$ cat src/rtl/mem_access_stage.sv
// MEM-stage load/store and neuron-network access unit with byte-lane steering and upstream stall.
// Optional network handshake timeout: define MEM_NET_TIMEOUT_EN to add the counter and the NET_TIMEOUT port.
module mem_access_stage #(
  parameter int NET_TIMEOUT_CYCLES = 1024
) (
  input  logic        CLK,
  input  logic        RESET,
  input  logic [31:0] MEM_ALU_OUT,
  input  logic [31:0] MEM_REG_DATA2,
  input  logic [31:0] MEM_FREG_DATA2,
  input  logic        MEM_DATA_MEM_WRITE_DATA_SELECT,
  input  logic [2:0]  MEM_DATA_MEM_WRITE,
  input  logic [3:0]  MEM_DATA_MEM_READ,
  input  logic        MEM_NET_WRITE,
  input  logic        MEM_NET_READ,
  output logic [31:0] DMEM_ADDR,
  output logic [31:0] DMEM_WRITE_DATA,
  output logic [3:0]  DMEM_BYTE_EN,
  output logic        DMEM_READ_REQ,
  output logic        DMEM_WRITE_REQ,
  input  logic [31:0] DMEM_READ_DATA,
  input  logic        DMEM_BUSY,
  output logic [31:0] NET_OUT_ADDR,
  output logic [31:0] NET_OUT_DATA,
  output logic        NET_OUT_VALID,
  input  logic        NET_OUT_READY,
  input  logic [31:0] NET_IN_DATA,
  input  logic        NET_IN_VALID,
  output logic        NET_IN_READY,
  output logic [31:0] MEM_LOAD_DATA,
  output logic        MEM_STALL,
  output logic        MEM_MISALIGN
`ifdef MEM_NET_TIMEOUT_EN
  ,
  output logic        NET_TIMEOUT
`endif
);

  // Handshakes: a request/valid/ready stays high until its completion condition is sampled
  // (DMEM_BUSY low, NET_OUT_READY high or NET_IN_VALID high) at a rising CLK edge.
  typedef enum logic [2:0] {IDLE, MEM_ACC, NET_TX, NET_RX, DONE} state_t;

  state_t      state, state_d;
  logic [31:0] load_data_q, load_d;
  logic        load_we;

  logic        is_load, is_store, mem_op, misalign_raw, launch, timeout_hit;
  logic [1:0]  acc_size;
  logic [2:0]  load_fn;
  logic [31:0] store_data, steered_data, ext_data;
  logic [3:0]  store_be;
  logic [7:0]  lane_byte;
  logic [15:0] lane_half;

  // A word with both enables set is treated as a load.
  assign is_load  = MEM_DATA_MEM_READ[3];
  assign is_store = MEM_DATA_MEM_WRITE[2] & ~is_load;
  assign mem_op   = is_load | is_store;
  assign load_fn  = MEM_DATA_MEM_READ[2:0];
  assign acc_size = is_load ? load_fn[1:0] : MEM_DATA_MEM_WRITE[1:0];

  always_comb begin
    misalign_raw = 1'b0;
    if (mem_op) begin
      if (acc_size == 2'b01)      misalign_raw = MEM_ALU_OUT[0];
      else if (acc_size == 2'b10) misalign_raw = (MEM_ALU_OUT[1:0] != 2'b00);
    end
  end

  assign store_data = MEM_DATA_MEM_WRITE_DATA_SELECT ? MEM_FREG_DATA2 : MEM_REG_DATA2;

  always_comb begin
    steered_data = store_data;
    store_be     = 4'b0000;
    case (MEM_DATA_MEM_WRITE[1:0])
      2'b00: begin
        steered_data = {4{store_data[7:0]}};
        store_be     = 4'b0001 << MEM_ALU_OUT[1:0];
      end
      2'b01: begin
        steered_data = {2{store_data[15:0]}};
        store_be     = MEM_ALU_OUT[1] ? 4'b1100 : 4'b0011;
      end
      2'b10:   store_be = 4'b1111;
      default: store_be = 4'b0000;
    endcase
  end

  always_comb begin
    lane_byte = DMEM_READ_DATA[7:0];
    case (MEM_ALU_OUT[1:0])
      2'b01:   lane_byte = DMEM_READ_DATA[15:8];
      2'b10:   lane_byte = DMEM_READ_DATA[23:16];
      2'b11:   lane_byte = DMEM_READ_DATA[31:24];
      default: lane_byte = DMEM_READ_DATA[7:0];
    endcase
    lane_half = MEM_ALU_OUT[1] ? DMEM_READ_DATA[31:16] : DMEM_READ_DATA[15:0];
    case (load_fn)
      3'b000:  ext_data = {{24{lane_byte[7]}}, lane_byte};
      3'b001:  ext_data = {{16{lane_half[15]}}, lane_half};
      3'b100:  ext_data = {24'h0, lane_byte};
      3'b101:  ext_data = {16'h0, lane_half};
      default: ext_data = DMEM_READ_DATA;
    endcase
  end

  // Memory ops win over network ops; a misaligned memory op launches nothing at all.
  assign launch = ~RESET & (mem_op ? ~misalign_raw : (MEM_NET_WRITE | MEM_NET_READ));

`ifdef MEM_NET_TIMEOUT_EN
  logic [31:0] wait_cnt;
  logic        timeout_q;

  assign timeout_hit = ((state == NET_TX && !NET_OUT_READY) || (state == NET_RX && !NET_IN_VALID))
                       && (wait_cnt == 32'(NET_TIMEOUT_CYCLES - 1));

  always_ff @(posedge CLK) begin
    if (RESET) begin
      wait_cnt  <= 32'h0;
      timeout_q <= 1'b0;
    end else begin
      timeout_q <= timeout_hit;
      if (state == NET_TX || state == NET_RX) wait_cnt <= wait_cnt + 32'h1;
      else                                    wait_cnt <= 32'h0;
    end
  end

  assign NET_TIMEOUT = timeout_q;
`else
  localparam int unused_net_timeout = NET_TIMEOUT_CYCLES;
  assign timeout_hit = 1'b0;
`endif

  always_ff @(posedge CLK) begin
    if (RESET) begin
      state       <= IDLE;
      load_data_q <= 32'h0;
    end else begin
      state <= state_d;
      if (load_we) load_data_q <= load_d;
    end
  end

  always_comb begin
    state_d = state;
    load_we = 1'b0;
    load_d  = ext_data;
    case (state)
      IDLE: begin
        if (mem_op) begin
          if (!misalign_raw) state_d = MEM_ACC;
        end else if (MEM_NET_WRITE) begin
          state_d = NET_TX;
        end else if (MEM_NET_READ) begin
          state_d = NET_RX;
        end
      end
      MEM_ACC: begin
        if (!DMEM_BUSY) begin
          state_d = DONE;
          load_we = is_load;
        end
      end
      NET_TX: begin
        if (NET_OUT_READY) begin
          state_d = DONE;
        end else if (timeout_hit) begin
          state_d = DONE;
          load_we = 1'b1;
          load_d  = 32'h0;
        end
      end
      NET_RX: begin
        if (NET_IN_VALID) begin
          state_d = DONE;
          load_we = 1'b1;
          load_d  = NET_IN_DATA;
        end else if (timeout_hit) begin
          state_d = DONE;
          load_we = 1'b1;
          load_d  = 32'h0;
        end
      end
      DONE:    state_d = IDLE;
      default: state_d = IDLE;
    endcase
  end

  // Address, data and enables come straight from the EX/MEM register, which the stall holds steady.
  assign DMEM_ADDR       = {MEM_ALU_OUT[31:2], 2'b00};
  assign DMEM_WRITE_DATA = steered_data;
  assign DMEM_BYTE_EN    = is_store ? store_be : 4'b0000;
  assign DMEM_READ_REQ   = (state == MEM_ACC) & is_load;
  assign DMEM_WRITE_REQ  = (state == MEM_ACC) & is_store;
  assign NET_OUT_ADDR    = MEM_ALU_OUT;
  assign NET_OUT_DATA    = store_data;
  assign NET_OUT_VALID   = (state == NET_TX);
  assign NET_IN_READY    = (state == NET_RX);
  assign MEM_LOAD_DATA   = load_data_q;
  assign MEM_STALL       = (state == MEM_ACC) | (state == NET_TX) | (state == NET_RX)
                         | ((state == IDLE) & launch);
  assign MEM_MISALIGN    = (state == IDLE) & misalign_raw;

endmodule

$ cat config.mk
export PLATFORM = sky130hd
export DESIGN_NAME = mem_access_stage
export DESIGN_NICKNAME = d
export VERILOG_FILES = /design/src/rtl/mem_access_stage.sv
export SDC_FILE = /design/constraint.sdc
export NUM_CORES = 1
export LEC_CHECK = 0
export ABC_AREA = 1
export CORE_AREA = 3 3 134 136
export DETAILED_ROUTE_END_ITERATION = 6
export DIE_AREA = 0 0 137 139
export GPL_ROUTABILITY_DRIVEN = 0
export SLEW_MARGIN = 10
export SYNTH_ARGS = -nofsm -noshare
export SYNTH_HDL_FRONTEND = slang
export SYNTH_SLANG_ARGS = --single-unit
export TNS_END_PERCENT = 1
$ cat constraint.sdc
create_clock -name CLK -period 2.3 [get_ports CLK]
set_input_delay 0.46 -clock CLK [delete_from_list [all_inputs] [get_ports CLK]]
set_output_delay 0.46 -clock CLK [all_outputs]
set_load 0.1 [all_outputs]
==> impl_metrics.json <==
{
  "violations": "negative setup slack",
  "grt_pass1_vias": 4905,
  "synth-edff-count": 0,
  "whs_ps": 519,
  "powerDensity_nw_per_um2": 739,
  "num-fill-cells": 1783,
  "crit_type": "in2out",
  "ys_seq_elements": 35,
  "path_clk_slew_ps": 50,
  "synthArstFlopShare_pct": 0,
  "grt_start_max_net_pins": 34,
  "drive_gt1_share_pct": 28.7,
  "vdd_ir_drop_max_mv": 0.487,
  "hold_depth": 2,
  "cp.required_ps": 1840,
  "synth.distinct_cells": 33,
  "reg2regPathDepth": 7,
  "utilization_pct": 43.6,
  "dominantRegCellSynth": "dfxtp_1",
  "cp_max_fo": 3,
  "clkLatencyLatePin_ps": 290,
  "hpwl_um": 16000,
  "h-tree-depth": 2,
  "area_growth_pct": 96.7,
  "synth_most_common_cell": "nand2_1",
  "die_y_um": 139,
  "remaining_drc_errors": 0,
  "ios": 345,
  "antenna_found_initial": 0,
  "gr-total-overflow": 0,
  "critPathLaunch": "MEM_DATA_MEM_READ[3]",
  "synth_common_cells": "nand2_1, buf_4, o21ai_0",
  "drv_slew": 0,
  "syn_area_per_cell_um2": 5.83,
  "min_period_ps": 2340,
  "fmax_mhz": 427,
  "multi_input_area_um2": 2260,
  "setup_violations": 2,
  "cts_root_buf": "clkbuf_16",
  "routed_wl_um": 19100,
  "cts_tree": "built",
  "synth_top_cell_by_area": "nand2_1",
  "fin_ws_ps": -44.6,
  "r2r-end": "MEM_LOAD_DATA[2]",
  "netlist_instances": 649,
  "ys_seq_area_share_pct": 18.5,
  "pre_cts_ws_ps": -273,
  "min_to": "MEM_LOAD_DATA[3]",
  "gr-usage-all-layers_pct": 19.4,
  "register_area_um2": 701,
  "initial_core_util_pct": 22.2,
  "grt_setup_unrepaired": "true",
  "outcome": "complete, but fails checks",
  "num_rows": 48,
  "core_area_um2": 17100,
  "drt_iter0_drc": 231,
  "post_cts_buffers": 0,
  "timing.rr.start": "state[0]",
  "yosys_warnings": 0,
  "drv_cap": 0,
  "numClockSinks": 35,
  "drtPass1Iterations": 4,
  "port_buffers": 252,
  "p_leak_uw": 0.00360,
  "rrSetupSlack_ps": 640,
  "hp-class": "reg2reg",
  "hold_start": "MEM_LOAD_DATA[3]",
  "die-area_um2": 19000,
  "netlist.area_leader.share_pct": 19.6,
  "startpoint_type": "input port",
  "cts_made_buffers": 5,
  "wl_per_cell_um": 17.2,
  "layout.nets": 1057,
  "viasPerCell": 4.40,
  "vias": 4880,
  "period_share_pct": 102,
  "die_x_um": 137,
  "cp.arrival_ps": 1880,
  "endpoint_kind": "primary output",
  "clock-skew-final_ps": 5.16,
  "finalHoldViolations": 0,
  "n_antenna_cell": 0,
  "tns_ps": -45.9,
  "grt_pass1_wl_um": 28700,
  "cts.path.max_buffers": 2,
  "synth_area_leaders": "nand2_1, dfxtp_1, buf_4",
  "antenna_left": 0,
  "syn_area_um2": 3780
}
==> registers in the layout (all words and copies together) (netlist names) <==
signal and cells:
MEM_LOAD_DATA 32, state 3
==> report_power, final <==
| group | leakage (uW) | switching, uW | internal [uW] | total (uW) |
|---|---|---|---|---|
| Clock | 0.0000679 | 267 | 401 | 668 |
| Combinational | 0.00325 | 2710 | 1280 | 4000 |
| Sequential | 0.000285 | 95.7 | 743 | 839 |
==> how the worst max path moves through the flow <==
stage	end	slack, ps	depth (start not counted)
finish	MEM_STALL	-40	7
global route	MEM_STALL	-120	7
CTS	MEM_STALL	-60	7
detailed placement	DMEM_WRITE_DATA[30]	-270	9
global placement	DMEM_WRITE_DATA[24]	-270	7
floorplan	DMEM_WRITE_DATA[16]	-800	7
==> stage by stage <==
step                      total power, uW  instances  instance area [um^2]
after detailed placement             4840       1100                  7270
after global placement               4830       1100                  7270
after floorplan                      3910        650                  3940
after CTS                            5520       1108                  7420
after global routing                 5740       1108                  7440
final                                5500       1108                  7440
==> timing repair <==
item	4_1_cts	5_1_grt
hold buffers	0	0
gates resized for setup	16	15
pin swaps	3	0
setup endpoints to repair	45	21
==> worst max-delay path, stage by stage <==
cell	delay [ps]
clkdlybuf4s50_1	490
nor2_1	50
buf_4	140
a21oi_1	160
nand3_1	160
a21o_1	240
buf_12	180
==> cells by family (layout without fill, tap and decap cells) <==
logic type / count (synthesis) / after routing / synth area share, %
simple gates: 285 / 285 / 31.8
other cells: 1 / 2 / 0.0991
compound gates: 156 / 156 / 22.8
buf+inv: 172 / 405 / 26.8
flops: 35 / 35 / 18.5
==> cell usage in the layout, fill, tap and decap left out, types with 22 or more instances in the layout <==
| master | count |
|---|---|
| inv_1 | 52 |
| nand2_1 | 183 |
| nor2_1 | 23 |
| dfxtp_1 | 35 |
| buf_12 | 77 |
| nand3_1 | 35 |
| clkdlybuf4s50_1 | 139 |
| a21oi_1 | 49 |
| o21ai_1 | 22 |
| o21ai_0 | 49 |
| buf_4 | 111 |
==> metal layers <==
metal | global-route usage, % | wire length, um | vias to the layer above
met5 | 0 | 0 | -
met4 | 8.72 | 861 | 0
met3 | 4.17 | 1320 | 68
met2 | 30.2 | 8610 | 190
met1 | 25.6 | 8300 | 2133
li1 | - | - | 2489
==> final cells by class <==
cell class	instances	share of cell area, %
clock buffer	7	1.78
clock inverter	1	0.0673
inverter	64	3.33
multi-input combinational	443	30.3
sequential	35	9.42
tap	225	3.78
timing repair buffer	333	51.3
Note: power is estimated with default switching activity, not from simulation.
